<file path="config.mk">
export PLATFORM = sky130hd
export DESIGN_NAME = usb_tx_arbiter
export DESIGN_NICKNAME = d
export VERILOG_FILES = /design/src/rtl/usb_tx_pkg.sv /design/src/rtl/usb_tx_arbiter_rr.sv /design/src/rtl/usb_tx_arbiter.sv
export SDC_FILE = /design/constraint.sdc
export NUM_CORES = 1
export LEC_CHECK = 0
export CAP_MARGIN = 15
export CORE_MARGIN = 3
export CORE_UTILIZATION = 38
export CTS_CLUSTER_DIAMETER = 50
export DETAILED_ROUTE_END_ITERATION = 12
export PLACE_DENSITY = 0.78
export SKIP_LAST_GASP = 1
export SLEW_MARGIN = 30
export SYNTH_ARGS = -nofsm -noshare
export SYNTH_HDL_FRONTEND = slang
export SYNTH_SLANG_ARGS = --single-unit
</file>
<file path="constraint.sdc">
create_clock -name clock -period 3.21 [get_ports clock]
set_input_delay 0.4815 -clock clock [delete_from_list [all_inputs] [get_ports clock]]
set_output_delay 0.4815 -clock clock [all_outputs]
set_load 0.1 [all_outputs]
</file>
<file path="src/rtl/usb_tx_pkg.sv">
`default_nettype none
// ============================================================================
//  Module      : usb_tx_pkg
//  Description : Shared types and PID constants for the USB transmit arbiter.
//  Revision    : 1.0  initial release
// ============================================================================
package usb_tx_pkg;

    // Arbiter FSM states
    typedef enum logic [2:0] {
        ST_IDLE   = 3'd0,
        ST_HSK    = 3'd1,
        ST_TOK    = 3'd2,
        ST_DSTART = 3'd3,
        ST_DATA   = 3'd4,
        ST_GAP    = 3'd5
    } tx_state_t;

    // Handshake PID types
    localparam logic [1:0] HSK_ACK = 2'b00;
    localparam logic [1:0] HSK_NAK = 2'b10;

    // Token PID types
    localparam logic [1:0] TOK_OUT = 2'b00;
    localparam logic [1:0] TOK_IN  = 2'b10;

endpackage
`default_nettype wire

</file>
<file path="src/rtl/usb_tx_arbiter_rr.sv">
`default_nettype none
// ============================================================================
//  Module      : rr_arbiter
//  Description : Combinational round-robin picker. The search starts at
//                i_ptr and wraps; the first requester found wins.
//  Revision    : 1.0  initial release
// ============================================================================
module rr_arbiter #(
    parameter int N  = 4,
    parameter int IW = (N > 1) ? $clog2(N) : 1
) (
    input  logic [N-1:0]  i_req,
    input  logic [IW-1:0] i_ptr,
    output logic [N-1:0]  o_gnt,
    output logic [IW-1:0] o_idx,
    output logic          o_valid
);

    // Walk the requesters starting at the pointer, keep the first hit
    always_comb begin
        int k;
        k       = 0;
        o_gnt   = '0;
        o_idx   = '0;
        o_valid = 1'b0;
        for (int i = 0; i < N; i++) begin
            k = int'(i_ptr) + i;
            if (k >= N) begin
                k = k - N;
            end
            if (!o_valid && i_req[k[IW-1:0]]) begin
                o_valid            = 1'b1;
                o_gnt[k[IW-1:0]]   = 1'b1;
                o_idx              = k[IW-1:0];
            end
        end
    end

endmodule
`default_nettype wire

</file>
<file path="src/rtl/usb_tx_arbiter.sv">
`default_nettype none
// ============================================================================
//  Module      : usb_tx_arbiter
//  Description : Shares one encode_packet between a handshake source, a token
//                source and NUM_EP data endpoints. One packet at a time, held
//                until the tx stream's last byte, followed by a fixed gap.
//  Revision    : 1.0  initial release
// ============================================================================
module usb_tx_arbiter
    import usb_tx_pkg::*;
#(
    parameter int NUM_EP = 4,
    parameter int GAP    = 2
) (
    input  logic                  clock,
    input  logic                  reset_n,
    // handshake requester
    input  logic                  hsk_req_i,
    input  logic [1:0]            hsk_type_i,
    output logic                  hsk_ack_o,
    // token requester
    input  logic                  tok_req_i,
    input  logic [1:0]            tok_type_i,
    input  logic [15:0]           tok_data_i,
    output logic                  tok_ack_o,
    // data endpoints
    input  logic [NUM_EP-1:0]     ep_req_i,
    input  logic [2*NUM_EP-1:0]   ep_type_i,
    input  logic [NUM_EP-1:0]     ep_tvalid_i,
    output logic [NUM_EP-1:0]     ep_tready_o,
    input  logic [NUM_EP-1:0]     ep_tlast_i,
    input  logic [8*NUM_EP-1:0]   ep_tdata_i,
    output logic [NUM_EP-1:0]     ep_done_o,
    // encode_packet handshake interface
    output logic                  enc_hsk_send_o,
    output logic [1:0]            enc_hsk_type_o,
    input  logic                  enc_hsk_done_i,
    // encode_packet token interface
    output logic                  enc_tok_send_o,
    output logic [1:0]            enc_tok_type_o,
    output logic [15:0]           enc_tok_data_o,
    input  logic                  enc_tok_done_i,
    // encode_packet transaction interface
    output logic                  enc_trn_start_o,
    output logic [1:0]            enc_trn_type_o,
    output logic                  enc_trn_tvalid_o,
    input  logic                  enc_trn_tready_i,
    output logic                  enc_trn_tlast_o,
    output logic [7:0]            enc_trn_tdata_o,
    // encode_packet tx stream monitor
    input  logic                  tx_tvalid_i,
    input  logic                  tx_tready_i,
    input  logic                  tx_tlast_i,
    // status
    output logic                  busy_o
);

    localparam int        c_IW         = (NUM_EP > 1) ? $clog2(NUM_EP) : 1;
    localparam logic [3:0] c_GAP_LOAD  = (GAP > 0) ? 4'(GAP - 1) : 4'd0;
    localparam tx_state_t c_POST_STATE = (GAP > 0) ? ST_GAP : ST_IDLE;

    tx_state_t           r_state;
    logic [3:0]          r_gap_cnt;
    logic [c_IW-1:0]     r_ptr;
    logic [NUM_EP-1:0]   r_gnt_oh;
    logic                r_hsk_send;
    logic [1:0]          r_hsk_type;
    logic                r_hsk_ack;
    logic                r_tok_send;
    logic [1:0]          r_tok_type;
    logic [15:0]         r_tok_data;
    logic                r_tok_ack;
    logic                r_trn_start;
    logic [1:0]          r_trn_type;
    logic [NUM_EP-1:0]   r_ep_done;

    logic [NUM_EP-1:0]   w_gnt;
    logic [c_IW-1:0]     w_idx;
    logic                w_ep_valid;
    logic [c_IW-1:0]     w_ptr_next;
    logic [1:0]          w_ep_type;
    logic                w_sel_tvalid;
    logic                w_sel_tlast;
    logic [7:0]          w_sel_tdata;
    logic                w_in_data;
    logic                w_tx_last;

    rr_arbiter #(
        .N  (NUM_EP),
        .IW (c_IW)
    ) u_rr (
        .i_req   (ep_req_i),
        .i_ptr   (r_ptr),
        .o_gnt   (w_gnt),
        .o_idx   (w_idx),
        .o_valid (w_ep_valid)
    );

    assign w_ptr_next = (w_idx == c_IW'(NUM_EP - 1)) ? '0 : w_idx + 1'b1;
    assign w_in_data  = (r_state == ST_DATA);
    assign w_tx_last  = tx_tvalid_i & tx_tready_i & tx_tlast_i;

    // Pick the DATAx type of the endpoint about to be granted
    always_comb begin
        w_ep_type = 2'b00;
        for (int i = 0; i < NUM_EP; i++) begin
            if (w_gnt[i]) begin
                w_ep_type = ep_type_i[2*i +: 2];
            end
        end
    end

    // Stream mux from the granted endpoint towards encode_packet
    always_comb begin
        w_sel_tvalid = 1'b0;
        w_sel_tlast  = 1'b0;
        w_sel_tdata  = 8'h00;
        for (int i = 0; i < NUM_EP; i++) begin
            if (r_gnt_oh[i]) begin
                w_sel_tvalid = ep_tvalid_i[i];
                w_sel_tlast  = ep_tlast_i[i];
                w_sel_tdata  = ep_tdata_i[8*i +: 8];
            end
        end
    end

    // Grant FSM: priority hsk > tok > endpoints, one packet then a gap
    always_ff @(posedge clock or negedge reset_n) begin
        if (!reset_n) begin
            r_state     <= ST_IDLE;
            r_gap_cnt   <= 4'd0;
            r_ptr       <= '0;
            r_gnt_oh    <= '0;
            r_hsk_send  <= 1'b0;
            r_hsk_type  <= 2'b00;
            r_hsk_ack   <= 1'b0;
            r_tok_send  <= 1'b0;
            r_tok_type  <= 2'b00;
            r_tok_data  <= 16'h0000;
            r_tok_ack   <= 1'b0;
            r_trn_start <= 1'b0;
            r_trn_type  <= 2'b00;
            r_ep_done   <= '0;
        end else begin
            r_hsk_ack <= 1'b0;
            r_tok_ack <= 1'b0;
            r_ep_done <= '0;
            case (r_state)
                ST_IDLE: begin
                    if (hsk_req_i) begin
                        r_hsk_type <= hsk_type_i;
                        r_hsk_send <= 1'b1;
                        r_state    <= ST_HSK;
                    end else if (tok_req_i) begin
                        r_tok_type <= tok_type_i;
                        r_tok_data <= tok_data_i;
                        r_tok_send <= 1'b1;
                        r_state    <= ST_TOK;
                    end else if (w_ep_valid) begin
                        r_gnt_oh    <= w_gnt;
                        r_ptr       <= w_ptr_next;
                        r_trn_type  <= w_ep_type;
                        r_trn_start <= 1'b1;
                        r_state     <= ST_DSTART;
                    end
                end
                ST_HSK: begin
                    if (enc_hsk_done_i) begin
                        r_hsk_send <= 1'b0;
                        r_hsk_ack  <= 1'b1;
                        r_gap_cnt  <= c_GAP_LOAD;
                        r_state    <= c_POST_STATE;
                    end
                end
                ST_TOK: begin
                    if (enc_tok_done_i) begin
                        r_tok_send <= 1'b0;
                        r_tok_ack  <= 1'b1;
                        r_gap_cnt  <= c_GAP_LOAD;
                        r_state    <= c_POST_STATE;
                    end
                end
                ST_DSTART: begin
                    r_trn_start <= 1'b0;
                    r_state     <= ST_DATA;
                end
                ST_DATA: begin
                    // the CRC bytes follow the endpoint's tlast, so only the
                    // encoder's own final beat closes the packet
                    if (w_tx_last) begin
                        r_ep_done <= r_gnt_oh;
                        r_gap_cnt <= c_GAP_LOAD;
                        r_state   <= c_POST_STATE;
                    end
                end
                ST_GAP: begin
                    if (r_gap_cnt == 4'd0) begin
                        r_state <= ST_IDLE;
                    end else begin
                        r_gap_cnt <= r_gap_cnt - 4'd1;
                    end
                end
                default: begin
                    r_state <= ST_IDLE;
                end
            endcase
        end
    end

    assign hsk_ack_o        = r_hsk_ack;
    assign tok_ack_o        = r_tok_ack;
    assign ep_done_o        = r_ep_done;
    assign enc_hsk_send_o   = r_hsk_send;
    assign enc_hsk_type_o   = r_hsk_type;
    assign enc_tok_send_o   = r_tok_send;
    assign enc_tok_type_o   = r_tok_type;
    assign enc_tok_data_o   = r_tok_data;
    assign enc_trn_start_o  = r_trn_start;
    assign enc_trn_type_o   = r_trn_type;
    assign enc_trn_tvalid_o = w_in_data & w_sel_tvalid;
    assign enc_trn_tlast_o  = w_in_data & w_sel_tlast;
    assign enc_trn_tdata_o  = w_in_data ? w_sel_tdata : 8'h00;
    assign ep_tready_o      = (w_in_data && enc_trn_tready_i) ? r_gnt_oh : '0;
    assign busy_o           = (r_state != ST_IDLE);

endmodule
`default_nettype wire
</file>
==> After elaboration in Yosys (flattened, before gate mapping) <==
Cells that the tools add are included.
{ "classes": {"n_addsub": 9, "n_bitwise": 9, "n_mux": 81, "reduce_logical": 26, "eq_ne": 17, "magnitude_cmp": 12} }
{ "ops": {"columns": ["op", "n"], "rows": [
  ["$mux W4", 11],
  ["$mux W8", 5],
  ["$mux W1", 32],
  ["$mux W2", 13],
  ["$mux W3", 7],
  ["$pmux W3 S6", 1],
  ["$ne A2 B2 Y1 const B", 8],
  ["$pmux W4 S4", 1],
  ["$lt A2 B3 Y1 const B", 4],
  ["$or A4 B4 Y4", 3],
  ["$reduce_and A4 Y1", 3],
  ["$reduce_and A5 Y1", 2],
  ["$ge A3 B3 Y1 const B", 3],
  ["$bmux W1 S2", 4],
  ["$demux W1 S2", 4],
  ["$ge A2 B1 Y1 const B", 4],
  ["$logic_and A1 B1 Y1", 8],
  ["$sub A2 B1 Y2 const B", 4],
  ["$add A2 B2 Y3 const B", 2],
  ["$eq A3 B2 Y1 const B", 2],
  ["$eq A3 B3 Y1 const B", 2],
  ["$pmux W1 S2", 3],
  ["$reduce_and A3 Y1", 2],
  ["$reduce_bool A2 Y1", 3],
  ["other kinds (16)", 23]
]} }
{ "totals": {"in_bits": 82, "regBits": 44, "output_inout_bits": 46} }

==> Logic depth before layout (Yosys ltp) <==
{ "logic_depth": {"depth_word": 18, "ltp_mapped": 12} }

==> By module <==
Synthesis repeated with hierarchy kept, for this count alone.
{ "unflattened": {"hier_cells": 264, "hier_area_um2": 2700.1} }
{ "modules_own_cells": {"columns": ["mod", "cells_per_inst", "area_per_inst_um2", "n_inst", "seq_area_each_um2"], "rows": [
  ["usb_tx_arbiter", 219, 2278.4, 1, 1101.1],
  ["rr_arbiter", 45, 421.7, 1, 0.0]
]} }

==> Least setup slack after synthesis <==
No wires, ideal clock.
{ "synth_path": {"kind": "register to register", "start": "register with a tool-made name", "end": "register r_trn_type[0], in the netlist enc_trn_type_o[0]", "path_slack_ps": 153, "stages_incl_launch_ff": 12, "path_buffers": 3, "period_less_slack_ps": 3057, "setup_time_ps": 136, "t_arrival_ps": 2922, "cell_sequence": "dfrtp_1 buf_6 clkbuf_1 inv_1 ha_1 buf_6 mux4_2 a21o_1 a221o_1 o21a_2 o311ai_1 a32oi_1"} }
{ "synth_rtl": {"columns": ["element", "line_no", "text"], "rows": [
  ["to (signal assigned)", "usb_tx_arbiter.sv:162", "r_trn_type <= w_ep_type;"],
  ["to (decl)", "usb_tx_arbiter.sv:74", "logic [1:0] r_trn_type;"]
]} }

==> results.toml <==
[run]
cap_violations = 0

[route]
vias = 2636
dr.pass1.iters = 4
postRouteAntennaNets = 0
routed_wirelength_um = 7780
drc = 0
drt-initial-drc-count = 125
wl_per_cell_um = 15.4
via_per_inst = 5.22

[setup_path]
critPathCaptureType = "flip-flop"
path_cells = "inv_1 > ha_1 > mux4_2 > a21o_1 > a221o_1 > o21a_2 > o311ai_1 > a32oi_1"
crit_arrival_ns = 2.70
crit_type = "reg2reg"
worstPathRequired_ns = 3.38
cp_max_fo = 9
worst-path-buf-inv = 1
slowest_stage = "mux4_2"
critPathMaxStageDelay_ns = 0.63
cp_top_family = "compound AO/OA/AOI/OAI gates"
crit_path_start_kind = "flip-flop"

[final_layout]
nFillCells = 588
drive_above_1_share = 0.178
area_growth_syn_to_layout_pct = 50.1
nets = 499
postLayoutCoreUtil = 0.600
final_cells = 505
diodes = 0

[floorplan]
rows = 30
ioPinCount = 128
die_y_um = 91.5
die_w_um = 91.5
core_area_mm2 = 0.00694
die_area_mm2 = 0.00836
start_util = 0.400

[clocking]
cts_root_buf = "clkbuf_8"
cts_tree = "yes"
cts_hold_buf = 0
cts_buffers = 5
cts.path.max_buffers = 2
clock_sinks = 44
post_cts.repair.setup_buffers = 0
clock_latency_ns = 0.29
cts-resized-gates = 0
clkTransAtPathRegs_ns = 0.08
ctsHtreeMaxLevel = 2

[placement]
post-place-cells = 498
port_buffers = 127
dpl.hpwl_um = 6070
dp_slack_ns = 0.382
routabilityCongestion = 0.860

[timing]
period_share = 0.787
finalWorstSetupSlack_ns = 0.683
timing.slew.headroom = 0.339
fmax_mhz = 396
skew_ns = 0.00401
rsz0062_at_grt = "no"
hold_violations = 0
finalMaxSlewViolations = 0
worst_pin_slew_ns = 0.989
setup_viol = 0
min_period_ns = 2.53
fin_tns_setup_ns = 0

[logic_synthesis]
synth_nets = 379
synth-main-ff-cell = "dfrtp_1"
seq_area_frac_synth = 0.397
synth_edf_count = 0
syn_area_mm2 = 0.00278
synthCells = 289
synthArstFlopShare = 1.00
synth_seq_cells = 44
ys_types = 51
avgSynthCellArea_um2 = 9.60
ys_warn_count = 0

[status]
outcome = "complete, no violations"

[worst_hold_path]
hp-class = "in2async"

[grt]
grt_overflow_total = 0
grt_max_degree = 45
grt_pass1_vias = 2531
grt.total_usage = 0.185
grt_pass1_wl_um = 12700
antenna_found_initial = 0
-- registers in the layout, indices dropped and copies added (netlist names), named ones only --
register / count
r_gnt_oh: 4
ep_done_o: 4
enc_tok_type_o: 2
enc_hsk_type_o: 2
enc_trn_start_o: 1
tok_ack_o: 1
hsk_ack_o: 1
enc_hsk_send_o: 1
r_gap_cnt: 4
enc_tok_send_o: 1
r_state: 3
enc_trn_type_o: 2
r_ptr: 1
enc_tok_data_o: 16
-- final timing paths --
kind	startpoint	to	slack, ns	cells past startpoint
worst max-delay path	flip-flop	enc_trn_type_o[0]	0.68	8
worst min-delay path	reset_n	r_gap_cnt[2]	0.17	1
worst max register to register	flip-flop	enc_trn_type_o[0]	0.68	8
worst min register to register	enc_tok_data_o[4]	enc_tok_data_o[4]	0.51	1
max in group asynchronous	reset_n	enc_hsk_send_o	2.67	1
min in group clock	enc_tok_data_o[4]	enc_tok_data_o[4]	0.51	1
-- worst reg2reg max path: cells and delay by family (launching register included) --
kind	cells	cell delay, ns
AOI/OAI and AO/OA	5	1.01
muxes	1	0.63
DFF	1	0.35
adders and majority gates	1	0.33
buffers and inverters	1	0.09
-- cell usage after synthesis (2+ instances only) --
master	count	area share
buf_6	3	0.012
nand3_1	7	0.013
and2_1	5	0.011
o311ai_1	2	0.0063
o31ai_1	3	0.0081
o21ai_0	10	0.018
a2bb2oi_1	2	0.0063
inv_1	11	0.015
buf_2	2	0.0036
a32oi_1	3	0.0095
nor3_1	13	0.023
nand2_1	23	0.031
o21a_1	5	0.014
or3_1	2	0.0045
a221oi_1	12	0.038
a21oi_1	15	0.027
nand2b_1	2	0.0045
a31oi_1	2	0.0045
ha_1	8	0.036
mux2_2	23	0.093
a221o_1	2	0.0072
o21ai_1	4	0.0072
mux2i_1	4	0.014
dfrtp_1	44	0.40
nor2_1	21	0.028
nor2b_1	13	0.029
mux4_2	4	0.032
and3_1	6	0.014
xnor2_1	3	0.0095
o22ai_1	2	0.0045
clkbuf_1	13	0.018
-- layer usage --
layer	track usage	vias to the layer above	share of wire
li1	-	1293	-
met1	0.250	1230	0.44
met2	0.302	103	0.47
met3	0.0398	10	0.072
met4	0.0440	0	0.013
met5	0	-	0
-- layout make-up --
cell class                 count  area [µm²]  area share
tap                           96         120      0.0288
clock inverter                 2        60.1      0.0144
sequential                    44        1100       0.264
clock buffer                   5        68.8      0.0165
timing repair buffer         131        1230       0.296
multi-input combinational    215        1540       0.369
inverter                      12        45.0      0.0108
-- logic make-up (layout without fill, tap and decap cells) --
kind of cell             after synthesis  in the layout  share of synthesized area
AO/OA/AOI/OAI                         71             71                      0.181
XOR/XNOR                               3              3                    0.00947
adder cells (fa/ha/maj)                8              8                     0.0361
buffers and inverters                 30            150                     0.0496
flip-flops                            44             44                      0.397
multiplexers                          31             31                      0.140
AND/OR/NAND/NOR                      102            102                      0.187
-- metrics by stage --
step                      hold slack [ns]  cell area [µm²]
final                               0.171             4170
after global routing                0.215             4170
after CTS                           0.366             4160
after detailed placement            0.492             4030
after global placement              0.486             4030
after floorplan                     0.186             2780
-- cells in the final DEF, fill, tap and decap left out, types with 2 or more instances in the layout --
master and n:
inv_1 11, nor2b_1 13, mux4_2 4, nor2_1 21, a2bb2oi_1 2, bufinv_16 2
nand3_1 7, nand2b_1 2, a21oi_1 15, o21a_1 5, a31oi_1 2, buf_4 31
o311ai_1 2, dfrtp_1 44, mux2_2 23, xnor2_1 3, o21ai_1 4, clkbuf_8 5
a32oi_1 3, or3_1 2, nor3_1 13, and3_1 6, mux2i_1 4, nand2_1 23
clkdlybuf4s50_1 100, and2_1 5, o22ai_1 2, o31ai_1 3, ha_1 8, a221oi_1 12
o21ai_0 10, a221o_1 2
Power is not shown: default switching activity piles up to over one toggle a cycle in this logic, so the estimate is an artifact.
